File: config.mk
export PLATFORM = sky130hd
export DESIGN_NAME = cmp_branch_ctl
export DESIGN_NICKNAME = d
export VERILOG_FILES = /design/src/rtl/cmp_branch_ctl_pkg.sv /design/src/rtl/cmp_branch_ctl_cond_eval.sv /design/src/rtl/cmp_branch_ctl.sv
export SDC_FILE = /design/constraint.sdc
export NUM_CORES = 1
export LEC_CHECK = 0
export CAP_MARGIN = 20
export CORE_MARGIN = 2
export CORE_UTILIZATION = 35
export DETAILED_ROUTE_END_ITERATION = 10
export PLACE_DENSITY_LB_ADDON = 0.1
export REMOVE_ABC_BUFFERS = 1
export SYNTH_ARGS = -nofsm -noshare
export SYNTH_HDL_FRONTEND = slang
export SYNTH_SLANG_ARGS = --single-unit
File: constraint.sdc
create_clock -name clk -period 1.9 [get_ports clk]
set_input_delay 0.38 -clock clk [delete_from_list [all_inputs] [get_ports clk]]
set_output_delay 0.38 -clock clk [all_outputs]
set_load 0.005 [all_outputs]
File: src/rtl/cmp_branch_ctl_pkg.sv
// ----------------------------------------------------------------------------
// cmp_branch_ctl_pkg
// Shared definitions for the compare-flag / branch-resolution block:
//   - bit positions of the {GT,EQ,LT} compare bus
//   - the two branch conditions that do not depend on flags
//   - FSM state encoding for the branch handshake
//   - one-hot legality helper for the compare bus
// Optional feature macro used by the top: CMP_BRANCH_FWD_EN.
// ----------------------------------------------------------------------------
package cmp_branch_ctl_pkg;

    localparam int FLAG_GT = 2;
    localparam int FLAG_EQ = 1;
    localparam int FLAG_LT = 0;

    localparam logic [2:0] COND_ALWAYS = 3'b111;
    localparam logic [2:0] COND_NEVER  = 3'b000;

    typedef enum logic [1:0] {
        IDLE = 2'd0,
        WAIT = 2'd1,
        ACK  = 2'd2
    } state_t;

    // A legal compare result has exactly one of GT/EQ/LT set.
    function automatic logic is_one_hot(input logic [2:0] v);
        return (v == 3'b001) || (v == 3'b010) || (v == 3'b100);
    endfunction

endpackage

File: src/rtl/cmp_branch_ctl_cond_eval.sv
// ----------------------------------------------------------------------------
// cmp_cond_eval
// Purely combinational branch-condition evaluation, shared with the decoder.
// Ports:
//   cond        in  [2:0]  taken-mask {GT,EQ,LT}; 111 = always, 000 = never
//   flags       in  [2:0]  compare flags to test the mask against
//   cmp         in  [2:0]  raw compare bus, checked for legality
//   taken       out        branch would be taken against 'flags'
//   needs_flags out        outcome depends on flags (cond not 000/111)
//   cmp_legal   out        'cmp' is one-hot
// ----------------------------------------------------------------------------
module cmp_cond_eval
    import cmp_branch_ctl_pkg::*;
(
    input  logic [2:0] cond,
    input  logic [2:0] flags,
    input  logic [2:0] cmp,
    output logic       taken,
    output logic       needs_flags,
    output logic       cmp_legal
);

    assign needs_flags = (cond != COND_ALWAYS) && (cond != COND_NEVER);

    assign taken = (cond == COND_ALWAYS)
                 | (cond[FLAG_GT] & flags[FLAG_GT])
                 | (cond[FLAG_EQ] & flags[FLAG_EQ])
                 | (cond[FLAG_LT] & flags[FLAG_LT]);

    assign cmp_legal = is_one_hot(cmp);

endmodule

File: src/rtl/cmp_branch_ctl.sv
// ----------------------------------------------------------------------------
// cmp_branch_ctl
// Latches {GT,EQ,LT} compare flags on a CMP instruction, resolves conditional
// branches against them and owns the program counter.
// Optional feature: define CMP_BRANCH_FWD_EN to forward an incoming compare
// result straight into a coincident branch resolve instead of stalling.
// Ports:
//   clk         in           system clock, rising edge
//   rst         in           asynchronous active-high reset
//   cmp         in  [2:0]    compare result {GT,EQ,LT}
//   cmp_we      in           latch cmp into the flag register
//   pc_inc      in           advance PC by one
//   br_valid    in           branch request, held until br_ack
//   br_cond     in  [2:0]    taken-mask {GT,EQ,LT}
//   br_target   in  [PC_W]   branch destination
//   br_ack      out          one-cycle pulse: branch resolved
//   br_taken    out          outcome of the last resolve
//   pc          out [PC_W]   program counter
//   flags       out [2:0]    latched compare flags
//   flags_valid out          at least one cmp_we since reset
//   cmp_err     out          sticky: an illegal compare was latched
// ----------------------------------------------------------------------------
module cmp_branch_ctl
    import cmp_branch_ctl_pkg::*;
#(
    parameter int              PC_W   = 8,
    parameter logic [PC_W-1:0] PC_RST = '0
) (
    input  logic            clk,
    input  logic            rst,
    input  logic [2:0]      cmp,
    input  logic            cmp_we,
    input  logic            pc_inc,
    input  logic            br_valid,
    input  logic [2:0]      br_cond,
    input  logic [PC_W-1:0] br_target,
    output logic            br_ack,
    output logic            br_taken,
    output logic [PC_W-1:0] pc,
    output logic [2:0]      flags,
    output logic            flags_valid,
    output logic            cmp_err
);

    state_t     state;
    state_t     state_next;
    logic       resolve;
    logic       can_resolve;
    logic       flags_ok;
    logic [2:0] flags_used;
    logic       taken;
    logic       needs_flags;
    logic       cmp_legal;

    cmp_cond_eval u_cond_eval (
        .cond        (br_cond),
        .flags       (flags_used),
        .cmp         (cmp),
        .taken       (taken),
        .needs_flags (needs_flags),
        .cmp_legal   (cmp_legal)
    );

`ifdef CMP_BRANCH_FWD_EN
    // A compare landing on the resolve edge is used directly; an illegal one
    // reads as no flags, matching what the flag register would hold.
    assign flags_used = cmp_we ? (cmp_legal ? cmp : 3'b000) : flags;
    assign flags_ok   = flags_valid | cmp_we;
`else
    // A compare landing on the resolve edge would make the register stale,
    // so hold off one cycle and use the freshly latched flags.
    assign flags_used = flags;
    assign flags_ok   = flags_valid & ~cmp_we;
`endif

    assign can_resolve = ~needs_flags | flags_ok;

    // NOTE: every output of this block gets a default first, so no path
    // through the case can leave a value unassigned and infer a latch.
    always_comb begin
        state_next = state;
        resolve    = 1'b0;
        case (state)
            IDLE: begin
                if (br_valid) begin
                    if (can_resolve) begin
                        resolve    = 1'b1;
                        state_next = ACK;
                    end else begin
                        state_next = WAIT;
                    end
                end
            end
            WAIT: begin
                // Request withdrawn: abandon it without touching the PC.
                if (!br_valid) begin
                    state_next = IDLE;
                end else if (can_resolve) begin
                    resolve    = 1'b1;
                    state_next = ACK;
                end
            end
            ACK:     state_next = IDLE;
            default: state_next = IDLE;
        endcase
    end

    // NOTE: state uses non-blocking assignments and an asynchronous reset, so
    // every register samples pre-edge values and clears without a clock.
    always_ff @(posedge clk or posedge rst) begin
        if (rst) begin
            state <= IDLE;
        end else begin
            state <= state_next;
        end
    end

    // Decoding the ack from the state register makes it fall the instant
    // reset is asserted mid-handshake.
    assign br_ack = (state == ACK);

    always_ff @(posedge clk or posedge rst) begin
        if (rst) begin
            flags       <= 3'b000;
            flags_valid <= 1'b0;
            cmp_err     <= 1'b0;
        end else if (cmp_we) begin
            flags       <= cmp_legal ? cmp : 3'b000;
            flags_valid <= 1'b1;
            if (!cmp_legal) begin
                cmp_err <= 1'b1;
            end
        end
    end

    // A taken branch wins over pc_inc; a not-taken resolve lets it through.
    always_ff @(posedge clk or posedge rst) begin
        if (rst) begin
            pc       <= PC_RST;
            br_taken <= 1'b0;
        end else begin
            if (resolve) begin
                br_taken <= taken;
            end
            if (resolve && taken) begin
                pc <= br_target;
            end else if (pc_inc) begin
                pc <= pc + PC_W'(1);
            end
        end
    end

endmodule

==> results of run 1 <==
[state kept, by name, indices dropped and copies added (netlist names)]
| signal | flops |
|---|---|
| flags | 3 |
| pc | 8 |
| cmp_err | 1 |
| flags_valid | 1 |
| br_taken | 1 |
| state | 2 |
[power groups by stage]
stage,sequential (mW),clock [mW],combinational [mW]
6_report,0.547,0.229,0.603
5_1_grt,0.566,0.252,0.665
4_1_cts,0.549,0.238,0.613
3_5_place_dp,0.554,0,0.608
3_3_place_gp,0.556,0,0.595
2_1_floorplan,0.544,0,0.307
[routing by layer]
| layer | up-vias | wire length, um | global-route usage |
|---|---|---|---|
| li1 | 334 | - | - |
| met1 | 332 | 790 | 0.194 |
| met2 | 14 | 924 | 0.244 |
| met3 | 2 | 70 | 0.0254 |
| met4 | 0 | 13 | 0.0641 |
| met5 | - | 0 | 0 |
[path summary, 6_finish.rpt]
path	from	endpoint	slack, ns	depth (start not counted)
min in group clk	cmp_err	cmp_err	0.47	1
max in group asynchronous	rst	flags[0]	1.04	2
min	rst	pc[7]	0.46	2
min reg2reg	cmp_err	cmp_err	0.47	1
max reg2reg	flags[1]	pc[3]	0.39	5
max	br_cond[1]	pc[3]	0.10	6
[kinds of logic (layout without fill, tap and decap cells)]
group | Yosys count | after routing | synth area share
AOI/OAI and AO/OA | 8 | 8 | 0.0828
xor gates and xnor gates | 8 | 8 | 0.0828
adders and majority gates | 1 | 1 | 0.0148
buffers and inverters | 6 | 48 | 0.0355
DFF | 16 | 16 | 0.473
muxes | 10 | 10 | 0.169
and+or+nand+nor | 23 | 23 | 0.142
[through the flow]
step,setup TNS [ns],setup slack [ns],util,std cells
4_1_cts,0,0.0957,0.575,142
5_1_grt,0,0.0510,0.575,142
3_5_place_dp,-1.73,-0.221,0.559,138
2_1_floorplan,0,0.177,-,70
6_report,0,0.103,0.575,142
3_3_place_gp,-1.45,-0.183,0.559,138
[cell type report]
| class | instances | share of cell area |
|---|---|---|
| Clock buffer | 4 | 0.0280 |
| Inverter | 4 | 0.0116 |
| Multi-Input combinational cell | 50 | 0.320 |
| Sequential cell | 16 | 0.309 |
| Tap cell | 28 | 0.0270 |
| Timing Repair Buffer | 40 | 0.305 |
[cell usage in the layout (no fill, tap or decap)]
| master | Yosys | layout |
|---|---|---|
| a21o_1 | 2 | 2 |
| a21oi_1 | 1 | 1 |
| a222oi_1 | 1 | 1 |
| a31oi_4 | 1 | 1 |
| buf_12 | 0 | 1 |
| buf_4 | 0 | 6 |
| clkbuf_4 | 0 | 3 |
| clkbuf_8 | 0 | 1 |
| clkdlybuf4s50_1 | 0 | 33 |
| dfrtp_1 | 16 | 16 |
| ha_1 | 1 | 1 |
| inv_1 | 4 | 4 |
| mux2_2 | 2 | 2 |
| mux2_4 | 8 | 8 |
| nand2_1 | 5 | 5 |
| nand2b_1 | 3 | 3 |
| nand3_1 | 3 | 3 |
| nand4_1 | 2 | 2 |
| nor2_1 | 5 | 5 |
| nor2b_1 | 1 | 1 |
| nor3_1 | 1 | 1 |
| nor3b_1 | 1 | 1 |
| o21ai_0 | 2 | 2 |
| o32ai_1 | 1 | 1 |
| or2_2 | 1 | 1 |
| or3_4 | 1 | 1 |
| xnor2_1 | 4 | 4 |
| xor2_1 | 4 | 4 |
[worst register-to-register path, delay by kind of cell (launching register included)]
family / cells / cell delay, ns
flip-flops: 1 / 0.41
AO/OA/AOI/OAI: 2 / 0.36
multiplexers: 1 / 0.30
AND/OR/NAND/NOR: 1 / 0.20
buffers and inverters: 1 / 0.15
==> results.tsv, run 1 <==
stage	metric	value	unit
outcome	status	completed	
detailed_routing	route.final.wire_length	1800	um
grt	grt_pass1_wl	3030	um
cts	clk_pin_slew	0.10	ns
synthesis	ys_seq_elements	16	
cts	ctsResizeCount	0	
synthesis	avgSynthCellArea	11.7	um2
power	power_frac_comb	0.437	
grt	grt_antenna_before_repair	0	
floorplanning	pin_count	34	
synthesis	synthMostInstantiatedCell	dfrtp_1	
final_layout	fillers	214	
timing	hold_viol	0	
cts	clock_path_buffers	2	
timing	clock_skew	0.00401	ns
floorplanning	start_util	0.375	
setup_path	start_kind	primary input	
setup_path	crit_chain	clkdlybuf4s50_1 -> or3_4 -> a31oi_4 -> nand2b_1 -> buf_12 -> mux2_4	
final_layout	multiInputGateArea	415	um2
place	place.gp.congestion	0.743	
flow_run	cap_violations	0	
detailed_routing	final_antenna_net_count	0	
timing	max_slew_margin	0.586	
timing	maxSlewViolCount	0	
floorplanning	core_region_area	0.00225	mm2
grt	gr-total-overflow	0	
synthesis	synth_top_area_cell	dfrtp_1	
synthesis	yosys-top-cells-area	dfrtp_1 47%, mux2_4 14%, xnor2_1 4.1%, xor2_1 4.1%, mux2_2 2.7%	
power	sequentialPowerShare	0.397	
timing	fmax	0.556	GHz
cts	post_cts_buffers	0	
place	io_buffers	33	
synthesis	ys_seq_area_frac	0.473	
synthesis	ys_types	25	
detailed_routing	wl_per_cell	12.7	um
cts	htreeDepth	1	
power	vdd_drop_max	0.000626	V
synthesis	synth_edf_count	0	
detailed_routing	firstDrtPassIters	4	
grt	grt_max_degree	17	
setup_path	cpPeakStageDelay	0.43	ns
place	placed_area	0.00126	mm2
setup_path	required	2.08	ns
cts	cts_tree	yes	
worst_hold_path	min-delay-path-class	in -> async	
grt	grt_pass1_vias	685	
timing	fin_crit	1.80	ns
final_layout	stdcell_area	0.00130	mm2
detailed_routing	drtIter0Drc	12	
synthesis	yosys-top-cells-count	16 x dfrtp_1, 8 x mux2_4, 5 x nand2_1, 5 x nor2_1	
setup_path	worstPathBufferInverterCount	2	
cts	clockRootBuffer	clkbuf_4	
final_layout	fin_nets	135	
power	p_int	989	uW
power	cellLeakagePower	0.576	nW
setup_path	crit_fanout	9	
cts	clkLatencyLatePin	0.28	ns
timing	fin_crit_sh	0.946	
floorplanning	dieArea	0.00283	mm2
synthesis	async_reset_ff_frac	1.00	
power	clkPwrFrac	0.166	
cts	cts_hold_buf	0	
timing	tightest_slew	0.620	ns
place	dp_hpwl	1400	um
cts	clock_sinks	16	
floorplanning	rows	17	
power	netSwitchingPower	390	uW
setup_path	crit_family	buffers and inverters	
grt	grt_use_total	0.150	
synthesis	synth_cells	72	
detailed_routing	vias_per_cell	4.80	
setup_path	critPathKind	in -> reg	
setup_path	critPathSlowestCell	clkdlybuf4s50_1	
power	cellPowerDensity	1060	mW/mm2
final_layout	regArea	400	um2
timing	hold_slack	0.462	ns
detailed_routing	drc	0	
synthesis	yosys_warnings	0	
power	power	1.38	mW
synthesis	syn_area	846	um2
timing	grt_setup_unrepaired	no	
final_layout	syn2layout_area_growth	53.4	%
floorplanning	die_h	53.2	um
floorplanning	die_width	53.2	um
synthesis	synth_top_area_frac	0.473	
detailed_routing	routed-via-count	682	
final_layout	n_antenna_cell	0	
synthesis	yosys_most_used_dff	dfrtp_1	
power	swShare	0.283	
final_layout	drive_gt1_frac	0.211	
timing	setup_viol	0	
setup_path	end_kind	flop	
cts	cts_made_buffers	3	
setup_path	worstPathArrival	1.98	ns
Power figures use the tool's default switching activity.
==> inputs of run 2 (changes only) <==
--- a/config.mk
+++ b/config.mk
@@ -8,6 +8,7 @@
 export CAP_MARGIN = 20
 export CORE_MARGIN = 2
 export CORE_UTILIZATION = 35
+export CTS_CLUSTER_SIZE = 12
 export DETAILED_ROUTE_END_ITERATION = 10
 export PLACE_DENSITY_LB_ADDON = 0.1
 export REMOVE_ABC_BUFFERS = 1
==> results of run 2 <==
The final DEF is identical to that of run 1; final timing and power are the same.
